## config.mk

```make
export PLATFORM = sky130hd
export DESIGN_NAME = usb_evt_sched
export DESIGN_NICKNAME = d
export VERILOG_FILES = /design/src/rtl/usb_evt_sched.sv
export SDC_FILE = /design/constraint.sdc
export NUM_CORES = 1
export LEC_CHECK = 0
export CORE_MARGIN = 2
export CORE_UTILIZATION = 50
export DETAILED_ROUTE_END_ITERATION = 8
export PLACE_DENSITY_LB_ADDON = 0.25
export SLEW_MARGIN = 40
export SYNTH_ARGS = -nofsm -noshare
export SYNTH_HDL_FRONTEND = slang
export SYNTH_SLANG_ARGS = --single-unit
```

## constraint.sdc

```tcl
create_clock -name iClk -period 11.01 [get_ports iClk]
set_clock_uncertainty 0.2 [all_clocks]
set_input_delay 2.7525 -clock iClk [delete_from_list [all_inputs] [get_ports iClk]]
set_output_delay 2.7525 -clock iClk [all_outputs]
set_load 0.01 [all_outputs]
```

## src/rtl/usb_evt_sched.sv

```systemverilog
// usb_evt_sched -- event serializer and USB transfer scheduler (Clk100 domain).
//
// Each accepted polarity-crossing event (X, Y) is written to the USB FIFO as
// two 16-bit words (X word tagged with bit 14 set, Y word with it clear).
// Completed word pairs are counted as pending and handed to the USB
// controller in batches through oGo/oCnt. A batch is issued when a full
// batch is available, on a frame-end flush, or after an idle timeout.
//
// Build option: define USB_EVT_SCHED_DROP_EN to discard, and count in
// oDropCnt, events offered while the block is not ready. Without it,
// oEvtReady is plain backpressure and oDropCnt stays 0.
module usb_evt_sched #(
    parameter int BATCH_WORDS = 32,     // words per full batch, even, 2..62
    parameter int FIFO_DEPTH  = 1024,   // USB FIFO depth in words
    parameter int TIMEOUT_CYC = 100000  // idle cycles before a partial batch
) (
    input  logic        iClk,
    input  logic        iRst,
    input  logic        iEvtValid,
    input  logic        iEvtPol,
    input  logic [9:0]  iEvtX,
    input  logic [9:0]  iEvtY,
    output logic        oEvtReady,
    input  logic        iFrameEnd,
    output logic        oFifoWr,
    output logic [15:0] oFifoD,
    input  logic [9:0]  iFifoUsed,
    input  logic        iFifoFull,
    output logic        oGo,
    output logic [5:0]  oCnt,
    input  logic        iDone,
    output logic        oBusy,
    output logic [15:0] oDropCnt
);

    // The timer only ever needs to reach TIMEOUT_CYC-1.
    localparam int              TmrW     = (TIMEOUT_CYC > 1) ? $clog2(TIMEOUT_CYC) : 1;
    localparam logic [TmrW-1:0] TmrLast  = TmrW'(TIMEOUT_CYC - 1);
    localparam logic [10:0]     BatchLen = 11'(BATCH_WORDS);
    // Room for a full X/Y pair is required before an event is taken.
    localparam logic [9:0]      UsedMax  = 10'(FIFO_DEPTH - 3);

    typedef enum logic [1:0] {
        W_IDLE = 2'd0,
        W_X    = 2'd1,
        W_Y    = 2'd2
    } wrState_t;

    typedef enum logic [1:0] {
        D_IDLE = 2'd0,
        D_GO   = 2'd1,
        D_WAIT = 2'd2
    } dspState_t;

    // ------------------------------------------------------------------
    // Write side: serialize one event into an X word and a Y word
    // ------------------------------------------------------------------
    wrState_t    wrState;
    wrState_t    wrNext;
    logic        evtAccept;
    logic        evtPolQ;
    logic [9:0]  evtYQ;
    logic        fifoWrNxt;
    logic [15:0] fifoDNxt;

    // Ready only when idle and the FIFO can absorb both words; forced low in reset.
    assign oEvtReady = !iRst && (wrState == W_IDLE) && !iFifoFull && (iFifoUsed <= UsedMax);
    assign evtAccept = iEvtValid && oEvtReady;

    // Write FSM state register.
    always_ff @(posedge iClk or posedge iRst) begin
        // NOTE: state is updated with non-blocking assignments so every flop samples pre-edge values.
        if (iRst) wrState <= W_IDLE;
        else      wrState <= wrNext;
    end

    // Latch the fields still needed after the accept cycle (X goes out straight away).
    always_ff @(posedge iClk or posedge iRst) begin
        if (iRst) begin
            evtPolQ <= 1'b0;
            evtYQ   <= 10'd0;
        end else if (evtAccept) begin
            evtPolQ <= iEvtPol;
            evtYQ   <= iEvtY;
        end
    end

    // Write FSM next state and the next FIFO strobe/data word.
    always_comb begin
        // NOTE: every signal driven here gets a default first, so no path can infer a latch.
        wrNext    = wrState;
        fifoWrNxt = 1'b0;
        fifoDNxt  = 16'h0000;
        case (wrState)
            W_IDLE: begin
                if (evtAccept) begin
                    wrNext    = W_X;
                    fifoWrNxt = 1'b1;
                    fifoDNxt  = {iEvtPol, 1'b1, 4'b0000, iEvtX};
                end
            end
            W_X: begin
                wrNext    = W_Y;
                fifoWrNxt = 1'b1;
                fifoDNxt  = {evtPolQ, 1'b0, 4'b0000, evtYQ};
            end
            W_Y: begin
                wrNext = W_IDLE;
            end
            default: begin
                wrNext = W_IDLE;
            end
        endcase
    end

    // Registered FIFO write port: X word in W_X, Y word in W_Y.
    always_ff @(posedge iClk or posedge iRst) begin
        if (iRst) begin
            oFifoWr <= 1'b0;
            oFifoD  <= 16'h0000;
        end else begin
            oFifoWr <= fifoWrNxt;
            oFifoD  <= fifoDNxt;
        end
    end

    // ------------------------------------------------------------------
    // Pending words, trigger conditions and dispatch FSM
    // ------------------------------------------------------------------
    dspState_t       dspState;
    dspState_t       dspNext;
    logic [10:0]     pending;
    logic [10:0]     pendingNext;
    logic            pendingAny;
    logic            wrCredit;
    logic            inFlight;
    logic            fullBatch;
    logic            trigger;
    logic            dispatch;
    logic [10:0]     size;
    logic            flushFlag;
    logic [TmrW-1:0] tmr;

    // A pair is credited only on its Y cycle, so pending stays even.
    assign wrCredit   = (wrState == W_Y);
    assign inFlight   = (wrState != W_IDLE);
    assign pendingAny = (pending != 11'd0);

    // A full batch always takes priority; its size is capped at one batch.
    assign fullBatch = (pending >= BatchLen);
    assign trigger   = fullBatch
                     || (flushFlag && pendingAny)
                     || ((tmr == TmrLast) && pendingAny);
    assign size      = fullBatch ? BatchLen : pending;

    // Dispatch FSM next state; a trigger only counts while idle.
    always_comb begin
        dspNext  = dspState;
        dispatch = 1'b0;
        case (dspState)
            D_IDLE: begin
                if (trigger) begin
                    dispatch = 1'b1;
                    dspNext  = D_GO;
                end
            end
            D_GO: begin
                dspNext = D_WAIT;
            end
            D_WAIT: begin
                if (iDone) dspNext = D_IDLE;
            end
            default: begin
                dspNext = D_IDLE;
            end
        endcase
    end

    // Dispatch FSM state register; reset abandons any transfer in progress.
    always_ff @(posedge iClk or posedge iRst) begin
        if (iRst) dspState <= D_IDLE;
        else      dspState <= dspNext;
    end

    // Credit and debit can land in the same cycle.
    always_comb begin
        pendingNext = pending
                    + (wrCredit ? 11'd2 : 11'd0)
                    - (dispatch ? size  : 11'd0);
    end

    // Pending word counter.
    always_ff @(posedge iClk or posedge iRst) begin
        if (iRst) pending <= 11'd0;
        else      pending <= pendingNext;
    end

    // Flush flag: a new frame end wins; dropped once drained or nothing is owed.
    always_ff @(posedge iClk or posedge iRst) begin
        if (iRst)                                   flushFlag <= 1'b0;
        else if (iFrameEnd)                         flushFlag <= 1'b1;
        else if (dispatch && (size == pending))     flushFlag <= 1'b0;
        else if (!pendingAny && !inFlight)          flushFlag <= 1'b0;
    end

    // Idle timer: runs only in D_IDLE with data owed, frozen during a transfer.
    always_ff @(posedge iClk or posedge iRst) begin
        if (iRst)                          tmr <= '0;
        else if (dispatch || !pendingAny)  tmr <= '0;
        else if (dspState == D_IDLE)       tmr <= tmr + TmrW'(1);
    end

    // Registered controller handshake: Go pulse, held count, busy in D_WAIT.
    always_ff @(posedge iClk or posedge iRst) begin
        if (iRst) begin
            oGo   <= 1'b0;
            oCnt  <= 6'd0;
            oBusy <= 1'b0;
        end else begin
            oGo   <= dispatch;
            oBusy <= (dspNext == D_WAIT);
            if (dispatch) oCnt <= size[5:0];
        end
    end

    // ------------------------------------------------------------------
    // Optional drop accounting
    // ------------------------------------------------------------------
`ifdef USB_EVT_SCHED_DROP_EN
    // Count events offered while not ready; they are lost, the counter saturates.
    always_ff @(posedge iClk or posedge iRst) begin
        if (iRst)
            oDropCnt <= 16'h0000;
        else if (iEvtValid && !oEvtReady && (oDropCnt != 16'hFFFF))
            oDropCnt <= oDropCnt + 16'd1;
    end
`else
    assign oDropCnt = 16'h0000;
`endif

endmodule

```

# ---- Word-level counts from Yosys, hierarchy flattened
# Index checks and enable logic that the tools add are counted.
dict set report op_classes {
  n_reduce_logical 21
  n_mux 19
  n_eq_ne 8
  n_addsub 3
  magnitude_cmp 2
}
# op count
set op_table {}
lappend op_table {{2-to-1 mux 17 bit} 2}
lappend op_table {{case mux 16 bit (2 select lines)} 1}
lappend op_table {{2-to-1 mux 11 bit} 2}
lappend op_table {{adder 17 x 1 -> 17 bit (second input constant)} 1}
lappend op_table {{equality test 17 bit (second input constant)} 1}
lappend op_table {{2-to-1 mux 16 bit} 1}
lappend op_table {{adder 11 x 2 -> 11 bit} 1}
lappend op_table {{equality test 11 bit} 1}
lappend op_table {{>= comparator 11 x 6 -> 1 bit (second input constant)} 1}
lappend op_table {{nonzero test 11 bit} 1}
lappend op_table {{subtractor 11 bit} 1}
lappend op_table {{less-or-equal comparator 10 bit (second input constant)} 1}
lappend op_table {{logical AND 1 bit} 8}
lappend op_table {{2-to-1 mux 2 bit} 4}
lappend op_table {{equality test 2 bit (second input constant)} 3}
lappend op_table {{2-to-1 mux 1 bit} 6}
lappend op_table {{case mux 2 bit (3 select lines)} 1}
lappend op_table {{equality test 2 x 1 -> 1 bit (second input constant)} 2}
lappend op_table {{logical NOT 1 bit} 4}
lappend op_table {{logical NOT 2 bit} 2}
lappend op_table {{case mux 2 bit (2 select lines)} 1}
lappend op_table {{nonzero test 2 bit} 2}
lappend op_table {{logical OR 1 bit} 3}
lappend op_table {{nonzero test 3 bit} 1}
lappend op_table {{other kinds (2)} 2}
dict set report word_totals {
  word_cells 65
  regBits 69
}

# ---- Logic depth before layout (Yosys ltp)
# Gate-level depths: netlist of the first run.
dict set report logic_depth {
  word_depth 9
  depth_mapped 17
  depth_no_buf 15
}

# ---- Worst setup path before layout of the first run
# Ideal clock, no wire load.
dict set report synth_path {
  path_type {input port to output port}
  startpoint {input iRst}
  endpoint {output oEvtReady}
  arrival_ns 3.191
  t_required_ns 8.057
  path_slack_ns 4.866
  stages 2
  cell_sequence {nor4_1 > o31a_1}
}
dict set report synth_via {
  elab_chain_len 4
}
# item line_no
set synth_lines {}
lappend synth_lines {{start, declared} 18} ;# input logic iRst,
lappend synth_lines {{logical NOT 1 bit (no line)} n/a}
lappend synth_lines {{logical AND 1 bit (3 in a row)} 67} ;# assign oEvtReady = !iRst && (wrState == W_IDLE) && !iFifoFull && (iFifoUsed <= UsedMax);
lappend synth_lines {{end, declared} 23} ;# output logic oEvtReady,
# Every way passes these cells.

# ---- Final worst setup path of the first run
# Same ends and word-level chain as after synthesis.

==> summary.txt, run 1 <==
Outcome
  – Run status: finished clean

Floorplanning
  – Effective utilization at floorplan: 0.5148
  – Area of the placeable core: 6756 um^2
  – Boundary pin count: 79
  – Vertical extent of the die: 87.41 um
  – Die boundary width: 87.41 um
  – Full die area: 7640 um^2
  – Std-Cell Rows: 30

CTS
  – CTS sink cnt: 65
  – H-Tree Level Count: 3
  – Post-CTS setup buffer count: 0
  – Number of buffers on the longest clock path: 2
  – CTS tree: built
  – Root buffer cell: sky130_fd_sc_hd__clkbuf_8
  – Number of clock buffers inserted by TritonCTS: 9
  – Post_cts resized: 0
  – Number of buffers added to fix hold violations after cts: 0
  – Clock latency on the worst-skew pair: 0.35 ns
  – Clock edge transition at the registers on the reported setup and hold paths: 0.08 ns

Worst setup path
  – CP required: 8.06 ns
  – Worst Path Class, Setup: in2out
  – Critical path peak fanout: 3
  – Master of the slowest instance on the critical path: sky130_fd_sc_hd__clkdlybuf4s50_1
  – Crit path capture type: output port
  – Element type at the critical path start: primary input
  – Most frequent cell on the critical path: sky130_fd_sc_hd__clkdlybuf4s50_1
  – Slowest cell delay on critical path: 0.55 ns
  – Cells along the critical path: clkdlybuf4s50_1 -> nor4_1 -> o31a_1 -> clkdlybuf4s50_1
  – Data arrival time at the worst-slack endpoint: 4.15 ns

Global routing
  – Global routing usage summed across all routing layers: 0.1924
  – Largest net degree at the start of global routing: 66
  – Initial antenna violation count: 0
  – Number of global-route vias before repair: 2376
  – First-pass GRT wire length: 11.26 mm
  – Grt ovf: 0

Synth
  – Number of instances in the synthesized netlist: 314
  – Seq/Total Area, Yosys: 0.4676
  – Biggest area consumer among synthesized cells: sky130_fd_sc_hd__dfrtp_1
  – Synth warn: 0
  – Number of different library cells in the post-synthesis netlist: 55
  – Post-synth EDFFs: 0
  – Post-Synthesis Cell Area: 3478 um^2
  – Number of synthesized register bits: 65
  – Syn Area/Cell: 11.08 um^2
  – Commonest register cell after synthesis: sky130_fd_sc_hd__dfrtp_1
  – Top cells by area in the synthesized netlist: sky130_fd_sc_hd__dfrtp_1, sky130_fd_sc_hd__ha_1, sky130_fd_sc_hd__buf_4, sky130_fd_sc_hd__mux2_2, sky130_fd_sc_hd__nor2_1
  – Async S/R FF share, synth: 1.000
  – Proportion of netlist area held by the largest area contributor: 0.4676

STA
  – RSZ-0062 raised after global routing: no
  – Slew at the pin closest to its max-slew limit: 0.7215 ns
  – Final critical-path share of the clock period: 0.6451
  – Minimum period implied by the final worst setup slack: 7.102 ns
  – Count of final setup violators: 0
  – Minimum hold slack: 0.3011 ns
  – Slew margin rel.: 0.5189
  – Hold Vio Cnt, Final: 0
  – Final TNS setup: 0 ns
  – Maximum achievable frequency: 140.8 MHz
  – Final slew viol count: 0

Route
  – Violation count after the first detailed-route iteration: 80
  – Post-detailed-route DRC marker count: 0
  – Routed WL per cell: 14.52 um
  – Count of antenna-violating nets left after detailed routing: 0
  – Overall via count from detail_route: 2456
  – Avg Vias per Cell: 5.362
  – Final routed wirelength across all metal layers: 6.651 mm
  – Number of optimization iterations in the first detailed-route pass: 4

Final layout
  – Fraction of layout instances using a drive strength above 1: 0.1323
  – Area taken by flip-flops and latches: 1627 um^2
  – Multi-input combinational cell area: 1693 um^2
  – Antenna fix cells: 0
  – Number of nets in the layout: 431
  – Relative area change from synthesis to final layout: 22.73%
  – Fill cell count: 562
  – Core occupancy in the finished layout: 0.6319

Power and ir drop
  – Worst VDD drop: 0.0002535 V
  – Leakage power figure: 1.894 nW
  – Pwr Density: 220.3 nW/um^2

Hold path
  – Tightest Hold Check Type: reg2reg

Job
  – MaxCap Viol Count: 0

Placed design
  – Post-DP HPWL: 4.649 mm
  – Count of buffers from port buffering: 57
  – GP Congestion: 0.7943
[cell type report]
cell class / instances / share of cell area
repair buffers: 58 / 0.1363
multi-input cells: 228 / 0.3965
clock buffers: 9 / 0.02902
inverters: 11 / 0.009672
flip-flops and latches: 65 / 0.3810
clock inverters: 7 / 0.02403
well taps: 80 / 0.02345
[Yosys cell counts (all sizes together) (4+ instances only)]
library cell  instances
a2111oi               4
a211oi                6
a21oi                 6
a22oi                 9
a32o                  5
and3                  9
buf                  25
clkbuf                7
dfrtp                65
ha                   19
inv                  11
mux2                 13
nand2                11
nand3                11
nand4                 4
nor2                 35
nor3                  5
o2111ai               7
o21ai                 4
xnor2                13
xor2                 11
[metal layers]
metal / vias up / track usage / part of all wire
li1: 1206 / - / -
met1: 1190 / 0.2506 / 0.45
met2: 50 / 0.3010 / 0.49
met3: 10 / 0.05782 / 0.041
met4: 0 / 0.07692 / 0.018
met5: - / 0 / 0
[registers in the layout, indices dropped and copies added (netlist names)]
| signal | cells |
|---|---|
| tmr | 17 |
| oFifoD | 12 |
| pending | 11 |
| evtYQ | 10 |
| oCnt | 6 |
| dspState | 2 |
| wrState | 2 |
| evtPolQ | 1 |
| flushFlag | 1 |
| oBusy | 1 |
| oFifoWr | 1 |
| oGo | 1 |
[worst max-delay path: cells and delay by family]
kind,cells,cell delay [ns]
compound gates,1,0.20
buf+inv,2,0.98
simple gates,1,0.23
[power breakdown]
group | leakage [nW] | switching [mW] | internal, mW | total (mW)
clock | 0.110 | 0.101 | 0.130 | 0.231
combinational | 0.944 | 0.211 | 0.175 | 0.386
sequential | 0.840 | 0.0353 | 0.288 | 0.323
[placed cells by master (no fill, tap or decap), drive strengths merged, types with 4 or more instances in the layout]
cell / instances
nor3: 5
conb: 24
and3: 9
xor2: 11
a32o: 5
a211oi: 6
inv: 13
mux2: 13
nand4: 4
clkdlybuf4s50: 57
ha: 19
a22oi: 9
a2111oi: 4
nor2: 35
clkbuf: 9
a21oi: 6
dfrtp: 65
xnor2: 13
o21ai: 4
nand3: 11
o2111ai: 7
nand2: 11
[kinds of logic (layout without fill, tap and decap cells)]
logic type / count (synthesis) / in the layout / synth area share
simple gates: 92 / 92 / 0.1442
compound gates: 54 / 54 / 0.1320
other cells: 2 / 24 / 0.002159
xor+xnor: 24 / 24 / 0.06043
mux: 13 / 13 / 0.04209
buf+inv: 43 / 85 / 0.07158
fa+ha+maj: 21 / 21 / 0.07986
flops: 65 / 65 / 0.4676
[metrics by stage]
| step | cells | power, mW | setup WS (ns) | area, um^2 |
|---|---|---|---|---|
| finish | 458 | 0.9406 | 3.908 | 4269 |
| CTS | 458 | 0.9489 | 3.883 | 4258 |
| global placement | 442 | 0.7016 | 3.878 | 4031 |
| floorplan | 336 | 0.6268 | 4.866 | 3561 |
| detailed placement | 442 | 0.7157 | 3.881 | 4031 |
| global route | 458 | 1.021 | 3.807 | 4269 |
[final timing paths]
kind / start / end / slack, ns / cells past startpoint
worst max-delay path: iRst / oEvtReady / 3.91 / 4
worst min-delay path: evtPolQ / oFifoD[15] / 0.30 / 1
worst max register to register: tmr[0] / pending[10] / 6.76 / 13
worst min register to register: evtPolQ / oFifoD[15] / 0.30 / 1
max in group asynchronous: iRst / tmr[13] / 7.52 / 3
min in group asynchronous: iRst / pending[2] / 2.67 / 3
Note: power is estimated with default switching activity, not from simulation.
==> inputs of run 2 (changes only) <==
--- a/config.mk
+++ b/config.mk
@@ -6,7 +6,7 @@
 export NUM_CORES = 1
 export LEC_CHECK = 0
 export CORE_MARGIN = 2
-export CORE_UTILIZATION = 50
+export CORE_UTILIZATION = 46
 export DETAILED_ROUTE_END_ITERATION = 8
 export PLACE_DENSITY_LB_ADDON = 0.25
 export SLEW_MARGIN = 40
==> constraint.sdc (replaced) <==
create_clock -name iClk -period 6.4 [get_ports iClk]
set_clock_uncertainty 0.2 [all_clocks]
set_input_delay 1.6 -clock iClk [delete_from_list [all_inputs] [get_ports iClk]]
set_output_delay 1.6 -clock iClk [all_outputs]
set_load 0.01 [all_outputs]
==> run 2 against run 1 <==
Highest routed layer unchanged. Largest power group unchanged. Register-to-register slack got worse by 4.7 ns. Power increased by 71%. Wire length grew 3.5%. Count of clock-buffer cells in the layout is the same. Critical endpoint unchanged. Critical path type unchanged.
==> summary.txt, run 2 (same netlist as run 1, synthesis figures left out) <==
Worst setup path
  – Worst Path Class, Setup: in2out
  – CP required: 4.60 ns
  – Crit path capture type: output port
  – Cells along the critical path: clkdlybuf4s50_1 -> nor4_1 -> o31a_1 -> clkdlybuf4s50_1
  – Combined buffer and inverter count along the critical path: 2
  – Most frequent cell on the critical path: sky130_fd_sc_hd__clkdlybuf4s50_1
  – Kind of cell adding the most delay to the critical path: buffers and inverters
  – Data arrival time at the worst-slack endpoint: 3.05 ns
  – Element type at the critical path start: primary input
  – Slowest cell delay on critical path: 0.55 ns
  – Critical path peak fanout: 3
  – Master of the slowest instance on the critical path: sky130_fd_sc_hd__clkdlybuf4s50_1

Floorplanning
  – Area of the placeable core: 7292 um^2
  – Full die area: 8273 um^2
  – Std-Cell Rows: 31
  – Vertical extent of the die: 90.96 um
  – Die boundary width: 90.96 um
  – Boundary pin count: 79
  – Effective utilization at floorplan: 0.4770

Route
  – Post-detailed-route DRC marker count: 0
  – Overall via count from detail_route: 2499
  – Count of antenna-violating nets left after detailed routing: 0
  – Final routed wirelength across all metal layers: 6.885 mm
  – Routed WL per cell: 14.43 um
  – Violation count after the first detailed-route iteration: 83
  – Avg Vias per Cell: 5.239
  – Number of optimization iterations in the first detailed-route pass: 4

Final layout
  – Fill cell count: 651
  – Multi-input combinational cell area: 1693 um^2
  – Fraction of layout instances using a drive strength above 1: 0.1323
  – Largest registers: tmr x17, oFifoD x12, pending x11
  – Area taken by flip-flops and latches: 1627 um^2
  – Number of nets in the layout: 431
  – Most used cells in the layout excluding fill and tap cells: sky130_fd_sc_hd__dfrtp_1, sky130_fd_sc_hd__clkdlybuf4s50_1, sky130_fd_sc_hd__nor2_1, sky130_fd_sc_hd__conb_1, sky130_fd_sc_hd__ha_1
  – Final cell count without fillers: 477
  – Layout Cell Area excl Fill: 4285 um^2
  – Core occupancy in the finished layout: 0.5877
  – Top reg by flops: tmr
  – Antenna fix cells: 0
  – Max FFs per register: 17
  – Relative area change from synthesis to final layout: 23.20%
  – Most common cell after layout, fill and taps aside: sky130_fd_sc_hd__dfrtp_1

STA
  – Final slew viol count: 0
  – Final critical-path share of the clock period: 0.7573
  – Final TNS setup: 0 ns
  – RSZ-0062 raised after global routing: no
  – Maximum achievable frequency: 206.3 MHz
  – Slew at the pin closest to its max-slew limit: 0.6967 ns
  – Hold Vio Cnt, Final: 0
  – Count of final setup violators: 0
  – Minimum period implied by the final worst setup slack: 4.847 ns
  – Slew margin rel.: 0.5355
  – Final worst-path setup slack: 1.553 ns
  – Minimum hold slack: 0.3048 ns

Power and ir drop
  – Pwr Density: 375.8 nW/um^2
  – Internal power of the cells: 1.016 mW
  – Worst VDD drop: 0.0003739 V
  – Switch Pwr: 0.5946 mW
  – Power share of the clock group: 0.237
  – Sequential group share of total power: 0.346
  – Post-layout power: 1.610 mW
  – Switching power share of the total: 0.3693
  – Combinational Power Share: 0.418
  – Leakage power figure: 1.892 nW

CTS
  – H-Tree Level Count: 3
  – Post_cts resized: 0
  – Clock latency on the worst-skew pair: 0.35 ns
  – Root buffer cell: sky130_fd_sc_hd__clkbuf_8
  – Number of clock buffers inserted by TritonCTS: 9
  – Number of buffers added to fix hold violations after cts: 0
  – Clock edge transition at the registers on the reported setup and hold paths: 0.08 ns
  – Post-CTS setup buffer count: 0
  – Number of buffers on the longest clock path: 2
  – CTS sink cnt: 65
  – CTS tree: built

Placed design
  – Placed instance area: 4058 um^2
  – GP Congestion: 0.7677
  – Post-DP HPWL: 4.884 mm
  – Worst setup slack after placement: 1.549 ns
  – Placed instance count: 461
  – Count of buffers from port buffering: 57

Global routing
  – Global routing usage summed across all routing layers: 0.1833
  – First-pass GRT wire length: 11.86 mm
  – Number of global-route vias before repair: 2438
  – Initial antenna violation count: 0
  – Grt ovf: 0
  – Largest net degree at the start of global routing: 66

Hold path
  – Tightest Hold Check Type: reg2reg

Job
  – MaxCap Viol Count: 0

Outcome
  – Run status: finished clean
run 2: cell count changes in the layout (fill, tap and decap cells not counted):
cell / previous run / this run
sky130_fd_sc_hd__clkinv_2: 0 / 2
sky130_fd_sc_hd__inv_6: 2 / 0
run 2: power groups by stage:
stage          combinational [mW]  clock, mW  sequential (mW)
5_1_grt                     0.770      0.408            0.568
2_1_floorplan               0.525          0            0.554
3_5_place_dp                0.678          0            0.564
4_1_cts                     0.682      0.391            0.558
6_report                    0.672      0.381            0.557
3_3_place_gp                0.657          0            0.560
run 2: per-layer routing:
metal | vias to the layer above | wire length, um | global-route usage
li1 | 1201 | - | -
met1 | 1237 | 2903 | 0.2228
met2 | 49 | 3538 | 0.3080
met3 | 12 | 345 | 0.05975
met4 | 0 | 98 | 0.06061
met5 | - | 0 | 0
run 2: worst paths after layout:
kind / startpoint / to / slack [ns] / cells after the start
setup reg to reg: tmr[0] / pending[10] / 2.07 / 13
min in group asynchronous: iRst / evtYQ[9] / 1.55 / 3
hold reg to reg: oCnt[3] / oCnt[3] / 0.30 / 1
hold / removal: oCnt[3] / oCnt[3] / 0.30 / 1
setup / recovery: iRst / oEvtReady / 1.55 / 4
max in group asynchronous: iRst / tmr[14] / 4.04 / 3
run 2: layout make-up:
class / count / share of cell area
inverters: 11 / 0.009635
repair buffers: 58 / 0.1358
well taps: 99 / 0.02891
clock inverters: 7 / 0.02219
multi-input cells: 228 / 0.3950
clock buffers: 9 / 0.02891
flip-flops and latches: 65 / 0.3796
==> inputs of run 3 (changes only) <==
--- a/config.mk
+++ b/config.mk
@@ -6,7 +6,7 @@
 export NUM_CORES = 1
 export LEC_CHECK = 0
 export CORE_MARGIN = 2
-export CORE_UTILIZATION = 46
+export CORE_UTILIZATION = 50
 export DETAILED_ROUTE_END_ITERATION = 8
 export PLACE_DENSITY_LB_ADDON = 0.25
 export SLEW_MARGIN = 40
==> constraint.sdc (replaced) <==
create_clock -name iClk -period 4.8 [get_ports iClk]
set_clock_uncertainty 0.2 [all_clocks]
set_input_delay 1.2 -clock iClk [delete_from_list [all_inputs] [get_ports iClk]]
set_output_delay 1.2 -clock iClk [all_outputs]
set_load 0.01 [all_outputs]
==> run 3 against run 2 <==
Non-clock buffer count rose by 4. First-iteration DRC count increased by 1.2%. Die area down 7.7%. Highest routed layer unchanged.
==> summary.txt, run 3 (same netlist as run 1, synthesis figures left out) <==
Final layout
  – Most common cell after layout, fill and taps aside: sky130_fd_sc_hd__dfrtp_1
  – Max FFs per register: 17
  – Number of nets in the layout: 435
  – Area taken by flip-flops and latches: 1627 um^2
  – Largest registers: tmr x17, oFifoD x12, pending x11
  – Top reg by flops: tmr
  – Core occupancy in the finished layout: 0.6354
  – Final cell count without fillers: 462
  – Fill cell count: 561
  – Most used cells in the layout excluding fill and tap cells: sky130_fd_sc_hd__dfrtp_1, sky130_fd_sc_hd__clkdlybuf4s50_1, sky130_fd_sc_hd__nor2_1, sky130_fd_sc_hd__conb_1, sky130_fd_sc_hd__ha_1
  – Fraction of layout instances using a drive strength above 1: 0.1361
  – Antenna fix cells: 0
  – Layout Cell Area excl Fill: 4293 um^2
  – Relative area change from synthesis to final layout: 23.42%
  – Multi-input combinational cell area: 1687 um^2

Worst setup path
  – Slowest cell delay on critical path: 0.46 ns
  – Critical path peak fanout: 11
  – Crit path capture type: flop
  – CP required: 4.87 ns
  – Master of the slowest instance on the critical path: sky130_fd_sc_hd__or4_1
  – Most frequent cell on the critical path: sky130_fd_sc_hd__ha_1
  – Element type at the critical path start: flop
  – Kind of cell adding the most delay to the critical path: compound AO/OA/AOI/OAI gates
  – Cells along the critical path: ha_1 -> nand4bb_1 -> a211oi_1 -> nand2_1 -> a21oi_1 -> buf_4 -> nand3_1 -> ha_1 -> ha_1 -> a21oi_1 -> o211ai_1 -> or4_1 -> a2111o_1 -> o211ai_1
  – Worst Path Class, Setup: reg2reg
  – Combined buffer and inverter count along the critical path: 1
  – Data arrival time at the worst-slack endpoint: 4.13 ns

Placed design
  – Count of buffers from port buffering: 57
  – GP Congestion: 0.8064
  – Worst setup slack after placement: 0.7306 ns
  – Placed instance count: 446
  – Placed instance area: 4064 um^2
  – Post-DP HPWL: 4.675 mm

Floorplanning
  – Area of the placeable core: 6756 um^2
  – Full die area: 7640 um^2
  – Boundary pin count: 79
  – Std-Cell Rows: 30
  – Die boundary width: 87.41 um
  – Vertical extent of the die: 87.41 um
  – Effective utilization at floorplan: 0.5148

Route
  – Number of optimization iterations in the first detailed-route pass: 4
  – Overall via count from detail_route: 2504
  – Violation count after the first detailed-route iteration: 84
  – Avg Vias per Cell: 5.420
  – Count of antenna-violating nets left after detailed routing: 0
  – Final routed wirelength across all metal layers: 6.673 mm
  – Post-detailed-route DRC marker count: 0
  – Routed WL per cell: 14.44 um

Global routing
  – Peak-usage layer in the global routing report: met2
  – First-pass GRT wire length: 11.34 mm
  – Global routing usage summed across all routing layers: 0.1939
  – Initial antenna violation count: 0
  – Largest net degree at the start of global routing: 47
  – Grt ovf: 0
  – Number of global-route vias before repair: 2488
  – Met2 usage: 0.3099
  – Global-route track usage on met3: 0.04739
  – Met1 track demand over resource in global routing: 0.2420

STA
  – Minimum hold slack: 0.2943 ns
  – Final slew viol count: 0
  – Slew margin rel.: 0.5393
  – Final worst-path setup slack: 0.7425 ns
  – Hold Vio Cnt, Final: 0
  – Minimum period implied by the final worst setup slack: 4.058 ns
  – Slew at the pin closest to its max-slew limit: 0.6910 ns
  – Count of final setup violators: 0
  – Final critical-path share of the clock period: 0.8453
  – Final TNS setup: 0 ns
  – RSZ-0062 raised after global routing: no
  – Maximum achievable frequency: 246.5 MHz

CTS
  – Number of buffers added to fix hold violations after cts: 0
  – Number of clock buffers inserted by TritonCTS: 9
  – H-Tree Level Count: 3
  – Number of buffers on the longest clock path: 2
  – Clock edge transition at the registers on the reported setup and hold paths: 0.08 ns
  – Post_cts resized: 0
  – Post-CTS setup buffer count: 0
  – CTS sink cnt: 65
  – CTS tree: built
  – Root buffer cell: sky130_fd_sc_hd__clkbuf_8
  – Clock latency on the worst-skew pair: 0.36 ns

Power and ir drop
  – Worst VDD drop: 0.0005201 V
  – Leakage power figure: 1.915 nW
  – Post-layout power: 2.175 mW
  – Pwr Density: 506.7 nW/um^2

Job
  – MaxCap Viol Count: 0

Hold path
  – Tightest Hold Check Type: reg2reg

Outcome
  – Run status: finished clean
## run 3: power breakdown
group,internal [mW],leakage [nW],switching [mW]
sequential,0.660,0.840,0.0794
clock,0.308,0.113,0.227
combinational,0.417,0.962,0.483
total,1.39,1.91,0.790
## run 3: cell type report
class	count	share of cell area
Clock buffer	10	0.03206
Clock inverter	6	0.02099
Inverter	11	0.01020
Multi-Input combinational cell	228	0.3929
Sequential cell	65	0.3789
Tap cell	80	0.02332
Timing Repair Buffer	62	0.1416
## run 3: worst reg2reg max path: cells and delay by family, from the launching register on
kind | cells | cell delay [ns]
AO/OA/AOI/OAI | 6 | 1.34
adder cells (fa/ha/maj) | 3 | 1.01
buffers and inverters | 1 | 0.19
flip-flops | 1 | 0.44
AND/OR/NAND/NOR | 4 | 0.79
## run 3: path summary, 6_finish.rpt
kind	depth (start not counted)	end	slack, ns	startpoint
max	14	pending[10]	0.74	tmr[0]
min	1	oFifoD[9]	0.29	evtYQ[9]
max reg2reg	14	pending[10]	0.74	tmr[0]
min reg2reg	1	oFifoD[9]	0.29	evtYQ[9]
max in group asynchronous	3	oFifoD[3]	2.76	iRst
min in group asynchronous	2	evtYQ[1]	1.08	iRst
## run 3: metal layers
layer	up-vias	wire length [um]
met5	-	0
met4	0	169
met3	14	298
met2	60	3288
met1	1218	2916
li1	1212	-
